==> src/rtl/zero_detect_scheduler.sv <==
// zero_detect_scheduler
// Two requesters share one serial Mealy zero detector. A round-robin
// arbiter grants one requester in IDLE and captures its word. The word is
// shifted MSB-first through the detector, and detections are counted. A
// one-cycle done pulse, tagged with the owning requester, reports the
// final count.
module zero_detect_scheduler #(
    parameter int WIDTH = 8,
    parameter int CNT_W = 4
) (
    input  logic             clock,
    input  logic             reset,
    input  logic             req0,
    input  logic             req1,
    input  logic [WIDTH-1:0] data0,
    input  logic [WIDTH-1:0] data1,
    output logic             grant0,
    output logic             grant1,
    output logic             busy,
    output logic             x_out,
    output logic             y_out,
    output logic [CNT_W-1:0] count,
    output logic             done,
    output logic             owner
);

    // The bit counter must hold WIDTH-1, which is the index of the last bit.
    localparam int BIT_W = $clog2(WIDTH + 1);
    localparam logic [BIT_W-1:0] LAST_BIT = BIT_W'(WIDTH - 1);

    typedef enum logic [1:0] {
        IDLE,
        SHIFT,
        REPORT
    } ctrl_state_t;

    typedef enum logic [1:0] {
        D0,
        D1,
        D2,
        D3
    } det_state_t;

    ctrl_state_t      state;
    ctrl_state_t      state_next;
    det_state_t       det_state;
    det_state_t       det_next;

    logic [WIDTH-1:0] shreg;
    logic [BIT_W-1:0] bit_cnt;
    logic             ptr;
    logic             pick;
    logic             capture;
    logic             shift_en;
    logic             serial_bit;
    logic             det_y;

    assign serial_bit = shreg[WIDTH-1];

    // The detector flags a 0 that follows at least one 1. D0 means that no 1 is pending.
    assign det_y = (det_state != D0) && !serial_bit;

    // The detector output is visible only while a word is being shifted.
    assign y_out = shift_en & det_y;

    // Controller state register
    always_ff @(posedge clock or negedge reset) begin
        if (!reset) begin
            state <= IDLE;
        end else begin
            state <= state_next;
        end
    end

    // Controller next state, arbitration and status outputs. Grants are gated by
    // reset so that every output is low while reset is asserted.
    always_comb begin
        state_next = state;
        grant0     = 1'b0;
        grant1     = 1'b0;
        pick       = 1'b0;
        capture    = 1'b0;
        shift_en   = 1'b0;
        busy       = 1'b0;
        done       = 1'b0;
        x_out      = 1'b0;
        case (state)
            IDLE: begin
                if (reset && (req0 || req1)) begin
                    pick       = (req0 && req1) ? ptr : req1;
                    grant0     = ~pick;
                    grant1     = pick;
                    capture    = 1'b1;
                    state_next = SHIFT;
                end
            end
            SHIFT: begin
                busy     = 1'b1;
                shift_en = 1'b1;
                x_out    = serial_bit;
                if (bit_cnt == LAST_BIT) begin
                    state_next = REPORT;
                end
            end
            REPORT: begin
                busy       = 1'b1;
                done       = 1'b1;
                state_next = IDLE;
            end
            default: begin
                state_next = IDLE;
            end
        endcase
    end

    // Detector state register
    always_ff @(posedge clock or negedge reset) begin
        if (!reset) begin
            det_state <= D0;
        end else begin
            det_state <= det_next;
        end
    end

    // Detector next state. It is forced to D0 at every grant, so no state carries from one word to the next.
    always_comb begin
        det_next = det_state;
        if (capture) begin
            det_next = D0;
        end else if (shift_en) begin
            if (!serial_bit) begin
                det_next = D0;
            end else begin
                case (det_state)
                    D0:      det_next = D1;
                    D1:      det_next = D3;
                    D3:      det_next = D2;
                    D2:      det_next = D2;
                    default: det_next = D0;
                endcase
            end
        end
    end

    // Datapath: word capture, shifting, detection counting and the round-robin pointer.
    always_ff @(posedge clock or negedge reset) begin
        if (!reset) begin
            shreg   <= '0;
            bit_cnt <= '0;
            count   <= '0;
            owner   <= 1'b0;
            ptr     <= 1'b0;
        end else if (capture) begin
            shreg   <= pick ? data1 : data0;
            bit_cnt <= '0;
            count   <= '0;
            owner   <= pick;
        end else if (shift_en) begin
            shreg   <= {shreg[WIDTH-2:0], 1'b0};
            bit_cnt <= bit_cnt + 1'b1;
            count   <= count + {{(CNT_W-1){1'b0}}, y_out};
        end else if (done) begin
            ptr     <= ~owner;
        end
    end

endmodule
==> config.mk <==
export PLATFORM = sky130hd
export DESIGN_NAME = zero_detect_scheduler
export DESIGN_NICKNAME = d
export VERILOG_FILES = /design/src/rtl/zero_detect_scheduler.sv
export SDC_FILE = /design/constraint.sdc
export NUM_CORES = 1
export LEC_CHECK = 0
export BUFFER_PORTS_ARGS = -buffer_cell sky130_fd_sc_hd__clkbuf_2
export CAP_MARGIN = 20
export CORE_ASPECT_RATIO = 1.2
export CORE_MARGIN = 1
export CORE_UTILIZATION = 40
export DETAILED_ROUTE_END_ITERATION = 7
export GPL_TIMING_DRIVEN = 0
export PLACE_DENSITY = 0.65
export SLEW_MARGIN = 15
export SYNTH_ARGS = -nofsm -noshare
export SYNTH_HDL_FRONTEND = slang
export SYNTH_SLANG_ARGS = --single-unit
==> constraint.sdc <==
create_clock -name clock -period 1.6 [get_ports clock]
set_clock_uncertainty 0.1 [all_clocks]
set_input_delay 0.08 -clock clock [delete_from_list [all_inputs] [get_ports clock]]
set_output_delay 0.08 -clock clock [all_outputs]
set_load 0.01 [all_outputs]
; Word-level counts from Yosys, hierarchy flattened
; Index checks and enable logic that the tools add are counted.
[classes]
bitwise_logic = 5
reduce_logical = 13
add_sub_neg = 2
mux = 25
eq_ne = 8
[ops]
columns = operator, n
row1 = two-way mux 8 bit, 3
row2 = two-way mux 4 bit, 4
row3 = two-way mux 1 bit, 11
row4 = two-way mux 2 bit, 5
row5 = "equality test 2 bit, second input constant", 3
row6 = one-hot mux 2 bit (3 select lines), 1
row7 = adder 4 x 1 -> 4 bit, 1
row8 = "adder 4 x 1 -> 4 bit, second input constant", 1
row9 = "equality test 2 x 1 -> 1 bit, second input constant", 2
row10 = "equality test 4 x 3 -> 1 bit, second input constant", 1
row11 = zero test 2 bit, 2
row12 = "!= test 2 bit, second input constant", 2
row13 = inverter 1 bit, 4
row14 = one-hot mux 2 bit (2 select lines), 1
row15 = nonzero test 2 bit, 2
row16 = OR reduction 2 bit, 2
row17 = logical AND 1 bit, 3
row18 = AND reduction 3 bit, 1
row19 = AND reduction 2 bit, 1
row20 = AND 1 bit, 1
row21 = zero test 1 bit, 1
row22 = logical OR 1 bit, 1
[totals]
out_inout_bits = 11
register_bits = 22
in_bits = 20
wordCells = 60

; Longest topological paths before layout
[depth]
depth_word = 6
ltp_mapped = 10
ltp_nobuf = 10

; Worst setup path before layout
; No wires, ideal clock.
[synth_path]
path_kind = register -> register
start = register state[1]
end = register count[1]
path_buffers = 0
setup_ps = 118
t_arrival_ps = 1660
period_less_slack_ps = 1878
t_required_ps = 1382
path_stages_with_launch = 10
path_slack_ps = -278
path_cell_list = dfrtp_1 -> inv_1 -> ha_1 -> inv_1 -> nor2_1 -> o21a_1 -> ha_1 -> ha_1 -> mux2i_1 -> nor2_1
[synth_between]
elab_chain_len = 6
elab_cells_between_ends = 9
cone_classes = add/sub: 1 / eq/ne: 1 / mux: 4 / bitwise: 1 / reduce/logical: 2
[synth_lines]
columns = item, line
row1 = from (decl), 44  ; ctrl_state_t state;
row2 = from (signal assigned), 71  ; state <= state_next;
row3 = equality test 2 x 1 -> 1 bit, 87  ; case (state)
row4 = two-way mux 1 bit, 87
row5 = AND 1 bit, 64  ; assign y_out = shift_en & det_y;
row6 = net y_out, 21  ; output logic y_out,
row7 = adder 4 x 1 -> 4 bit, 161  ; count <= count + {{(CNT_W-1){1'b0}}, y_out};
row8 = two-way mux 4 bit, 158  ; end else if (shift_en) begin
row9 = two-way mux 4 bit, 153  ; end else if (capture) begin
row10 = to (signal assigned), 161
row11 = to (decl), 22  ; output logic [CNT_W-1:0] count,
; The timed path passes the listed nets, and every way through them passes these cells. The select of a mux whose other input is x is not followed.
; A chain may end at the register's enable or synchronous reset.

; Final worst setup path
[layout_path]
start = register state[0]
end = register count[2]
[layout_between]
elab_chain_len = 6
elab_cells_between_ends = 9
cone_classes = add/sub: 1 / eq/ne: 1 / mux: 4 / bitwise: 1 / reduce/logical: 2
[layout_lines]
columns = item, line
row1 = equality test 2 x 1 -> 1 bit, 87
row2 = two-way mux 1 bit, 87
row3 = AND 1 bit, 64
row4 = adder 4 x 1 -> 4 bit, 161
row5 = two-way mux 4 bit, 158
row6 = two-way mux 4 bit, 153
; Parallel ways exist; a longest one is shown, timed or not. The select of a mux whose other input is x is not followed.

==> results_tabular.tex <==
\begin{tabular}{lr}
\hline
Metric & Value \\
\hline
\multicolumn{2}{l}{\textbf{Critical path}} \\
\quad Crit Path Max Fanout & 3 \\
\quad Cell occurring most often along the worst timing path & sky130\_fd\_sc\_hd\_\_ha\_4 \\
\quad WP data arrival & 1880 ps \\
\quad Startpoint type of the worst setup path & flip-flop \\
\quad Required @ worst endpoint & 1710 ps \\
\quad Worst path slowest cell & sky130\_fd\_sc\_hd\_\_dfrtp\_1 \\
\quad Category of the worst setup path capture point & flip-flop \\
\quad Largest stage delay on the critical path & 440 ps \\
\quad Beginning of the worst register-to-register path & state[0] \\
\quad Critical R2R Capture & count[2] \\
\quad Category of the most critical setup path & flip-flop to flip-flop \\
\quad Setup slack of the most critical reg-to-reg path & -170 ps \\
\quad Depth of the worst register-to-register path & 10 \\
\quad Ordered list of cells on the worst path & buf\_6 > ha\_4 > inv\_8 > nor2\_4 > o21a\_1 > ha\_4 > ha\_4 > nand2\_2 > xor2\_1 > nor2\_1 \\
\multicolumn{2}{l}{\textbf{Global route}} \\
\quad Global-route wire length before repair & 5.561 mm \\
\quad Residual overflow from global routing & 0 \\
\quad Gr usage total & 0.2261 \\
\quad Pin count of the biggest net entering global routing & 23 \\
\quad Initial antenna violation count & 0 \\
\quad Vias in the first global route & 1219 \\
\multicolumn{2}{l}{\textbf{Logic synthesis}} \\
\quad Ranking of synthesized cells by area & sky130\_fd\_sc\_hd\_\_dfrtp\_1, sky130\_fd\_sc\_hd\_\_nand4\_1, sky130\_fd\_sc\_hd\_\_ha\_1 \\
\quad Number of enable flip-flop cells after synthesis & 0 \\
\quad Unique masters post-synth & 34 \\
\quad Post-synthesis instance total & 124 \\
\quad Nets in the synthesized netlist & 151 \\
\quad Number of warning messages in the yosys log & 0 \\
\quad Share of the yosys chip area belonging to registers & 0.4485 \\
\quad Commonest cells in the synthesized netlist & sky130\_fd\_sc\_hd\_\_dfrtp\_1, sky130\_fd\_sc\_hd\_\_nand4\_1, sky130\_fd\_sc\_hd\_\_nor2\_1 \\
\quad Dominant register cell in the synthesized netlist & sky130\_fd\_sc\_hd\_\_dfrtp\_1 \\
\quad Share of synthesized registers carrying an async set or reset & 1.000 \\
\quad Synthesized area per cell & 9.899 um2 \\
\quad Cell with the most instances after synthesis & sky130\_fd\_sc\_hd\_\_dfrtp\_1 \\
\quad Leading area contributor after synthesis & sky130\_fd\_sc\_hd\_\_dfrtp\_1 \\
\quad Portion of synthesized cell area occupied by the leading cell type & 0.4485 \\
\quad Count of state elements after synthesis & 22 \\
\quad Netlist area before placement & 0.001227 mm2 \\
\multicolumn{2}{l}{\textbf{STA}} \\
\quad Fraction of the cycle the final worst path needs & 1.107 \\
\quad Max Slew Vio Count & 0 \\
\quad Final Hold Viols & 0 \\
\quad Final worst slack & -170.6 ps \\
\quad Max Clock Freq & 564.8 MHz \\
\quad Unrepaired setup endpoints after global routing & true \\
\quad Final setup fails & 15 \\
\quad Min Hold Slack & 113.1 ps \\
\quad Slew margin rel. & 0.6500 \\
\quad Transition time at the pin with the least slew margin & 525.0 ps \\
\quad Clock period minus worst slack & 1771 ps \\
\multicolumn{2}{l}{\textbf{Min path}} \\
\quad Worst hold endpoint & shreg[7] \\
\quad Path type of the worst min-delay path & input port to flip-flop \\
\quad Count of cells along the worst hold path & 4 \\
\quad Hold\_sp & req1 \\
\multicolumn{2}{l}{\textbf{Die}} \\
\quad Std cell rows & 21 \\
\quad Die Y & 62.68 um \\
\quad Floorplan die area & 0.003295 mm2 \\
\quad Starting density of the core & 0.4286 \\
\quad I/O pin total & 31 \\
\quad Std-Cell Core Area & 0.002864 mm2 \\
\quad Die width & 52.57 um \\
\multicolumn{2}{l}{\textbf{Routing}} \\
\quad Drt first-iter violations & 37 \\
\quad DRC Markers & 0 \\
\quad Average wire per standard cell & 16.61 um \\
\quad Vias after detailed routing & 1335 \\
\quad Antenna Violating Nets Remaining & 0 \\
\quad Number of vias per cell & 5.730 \\
\quad Final routed wirelength across all metal layers & 3.870 mm \\
\quad Detailed-routing iteration count for the pre-antenna-repair pass & 4 \\
\multicolumn{2}{l}{\textbf{Job}} \\
\quad Max Cap Violations & 0 \\
\multicolumn{2}{l}{\textbf{Final layout}} \\
\quad Combined flip-flop and latch cell area & 550.5 um2 \\
\quad Count of inserted antenna diode cells & 0 \\
\quad Total non-filler cell area in the finished layout & 0.002042 mm2 \\
\quad Area added between synthesis and finish & 66.36\% \\
\quad Area of the multi-input gates & 737.0 um2 \\
\quad Filler Cell Count & 211 \\
\quad Proportion of layout cells with a drive suffix above 1 & 0.4824 \\
\quad Total number of nets in the final design & 227 \\
\multicolumn{2}{l}{\textbf{Clock network}} \\
\quad Bufs on Longest Clock Path & 2 \\
\quad Root buffer cell & sky130\_fd\_sc\_hd\_\_clkbuf\_4 \\
\quad H-tree depth & 1 \\
\quad \# clock sinks & 22 \\
\quad Clock Latency Late Sink & 310 ps \\
\quad Post-CTS clock slew at the launch and capture registers of the worst setup and hold paths & 130 ps \\
\quad Clock buffer count from CTS & 3 \\
\quad Clock tree from TritonCTS & built \\
\multicolumn{2}{l}{\textbf{Placement}} \\
\quad Dpl cell area & 0.001455 mm2 \\
\quad Weighted congestion at the end of routability-driven global placement & 0.7701 \\
\quad Detailed Place HPWL & 1.994 mm \\
\quad Number of port buffers & 30 \\
\multicolumn{2}{l}{\textbf{Outcome}} \\
\quad Violations in the final reports & setup timing \\
\quad Result of the run & complete, but fails checks \\
\multicolumn{2}{l}{\textbf{Pwr}} \\
\quad Power density over cell area & 1584 mW/mm2 \\
\quad Leakage power of the design & 0.0009338 uW \\
\quad Maximum vdd ir drop & 0.9855 mV \\
\hline
\end{tabular}
-- repair_timing --
item,CTS,global route
hold buffers,17,1
buffers inserted,13,8
gates cloned,1,2
endpoints found under the hold margin,30,22
endpoints found under the setup margin,22,24
pin swaps,12,17
resized for setup,24,28
-- worst max-delay path by stage --
stage | from | to | slack [ps] | depth (start not counted)
after floorplan | state[1] | count[1] | -120 | 9
after global placement | state[0] | shreg[0] | -210 | 5
after detailed placement | state[1] | count[1] | -230 | 9
after CTS | state[0] | count[2] | -170 | 10
after global routing | state[0] | count[1] | -280 | 9
final | state[0] | count[2] | -170 | 10
-- metrics by stage --
step	setup TNS (ps)	util	instances	power [uW]	setup WS, ps
after CTS	-1073	0.6553	222	2856	-170.9
after global routing	-2760	0.7130	233	3432	-281.2
after floorplan	-373.4	-	124	1762	-124.1
final	-1395	0.7130	233	3234	-170.6
after global placement	-776.0	0.5081	188	2026	-210.7
after detailed placement	-1319	0.5081	188	2057	-234.6
-- worst max-delay path, delay by kind of cell (launching register included) --
| family | cells | cell delay (ps) |
|---|---|---|
| compound gates | 1 | 140 |
| xor+xnor | 1 | 150 |
| fa+ha+maj | 3 | 510 |
| buf+inv | 2 | 200 |
| flops | 1 | 440 |
| simple gates | 3 | 140 |
-- sequential cells by signal, indices dropped and copies added, names as in the netlist --
name	count
state	2
owner	1
det_state	2
shreg	8
ptr	1
count	4
bit_cnt	4
-- cell type report --
cell class / instances / area share
Multi-Input combinational cell: 90 / 0.3609
Timing Repair Buffer: 72 / 0.2800
Sequential cell: 22 / 0.2696
Buffer: 8 / 0.04167
Tap cell: 34 / 0.02083
Clock buffer: 4 / 0.01777
Inverter: 3 / 0.009191
-- report_power, final --
part	internal [uW]	switching, uW	leakage (uW)	total, uW
sequential	771	196	0.000277	967
combinational	1080	871	0.000635	1950
clock	139	178	0.0000210	316
total	1990	1250	0.000934	3230
-- placed cells by master (no fill, tap or decap), types with 2 or more instances in the layout --
master / Yosys / final
sky130_fd_sc_hd__o21ai_2: 0 / 2
sky130_fd_sc_hd__a21oi_1: 5 / 2
sky130_fd_sc_hd__nor3_2: 1 / 7
sky130_fd_sc_hd__clkbuf_2: 0 / 27
sky130_fd_sc_hd__ha_4: 0 / 4
sky130_fd_sc_hd__ha_1: 7 / 3
sky130_fd_sc_hd__buf_4: 1 / 17
sky130_fd_sc_hd__mux2i_1: 3 / 3
sky130_fd_sc_hd__dlygate4sd3_1: 0 / 17
sky130_fd_sc_hd__clkbuf_4: 0 / 3
sky130_fd_sc_hd__o21ai_1: 1 / 2
sky130_fd_sc_hd__and3_4: 1 / 2
sky130_fd_sc_hd__nand3b_1: 2 / 2
sky130_fd_sc_hd__a21oi_2: 0 / 3
sky130_fd_sc_hd__xor2_1: 4 / 4
sky130_fd_sc_hd__nand2_1: 3 / 2
sky130_fd_sc_hd__buf_8: 0 / 2
sky130_fd_sc_hd__nand2_2: 1 / 2
sky130_fd_sc_hd__a31oi_1: 7 / 7
sky130_fd_sc_hd__o21ai_0: 7 / 4
sky130_fd_sc_hd__dfrtp_1: 22 / 22
sky130_fd_sc_hd__nand4_1: 16 / 16
sky130_fd_sc_hd__nor2_1: 12 / 11
sky130_fd_sc_hd__inv_2: 0 / 2
sky130_fd_sc_hd__buf_2: 4 / 3
sky130_fd_sc_hd__buf_6: 3 / 13
-- cells by family (layout without fill, tap and decap cells) --
family	Yosys count	in the layout	share of synthesized area
adder cells (fa/ha/maj)	7	7	0.07135
multiplexers	4	4	0.03364
AO/OA/AOI/OAI	26	26	0.1295
AND/OR/NAND/NOR	48	48	0.2192
flip-flops	22	22	0.4485
XOR/XNOR	5	5	0.03568
buffers and inverters	12	87	0.06218
-- layer usage --
| metal | up-vias | global-route usage | part of all wire |
|---|---|---|---|
| met3 | 8 | 0.02190 | 0.042 |
| met1 | 661 | 0.2782 | 0.39 |
| met4 | 0 | 0.06579 | 0.016 |
| met5 | - | 0 | 0 |
| li1 | 607 | - | - |
| met2 | 59 | 0.4019 | 0.55 |
Power figures use the tool's default switching activity.
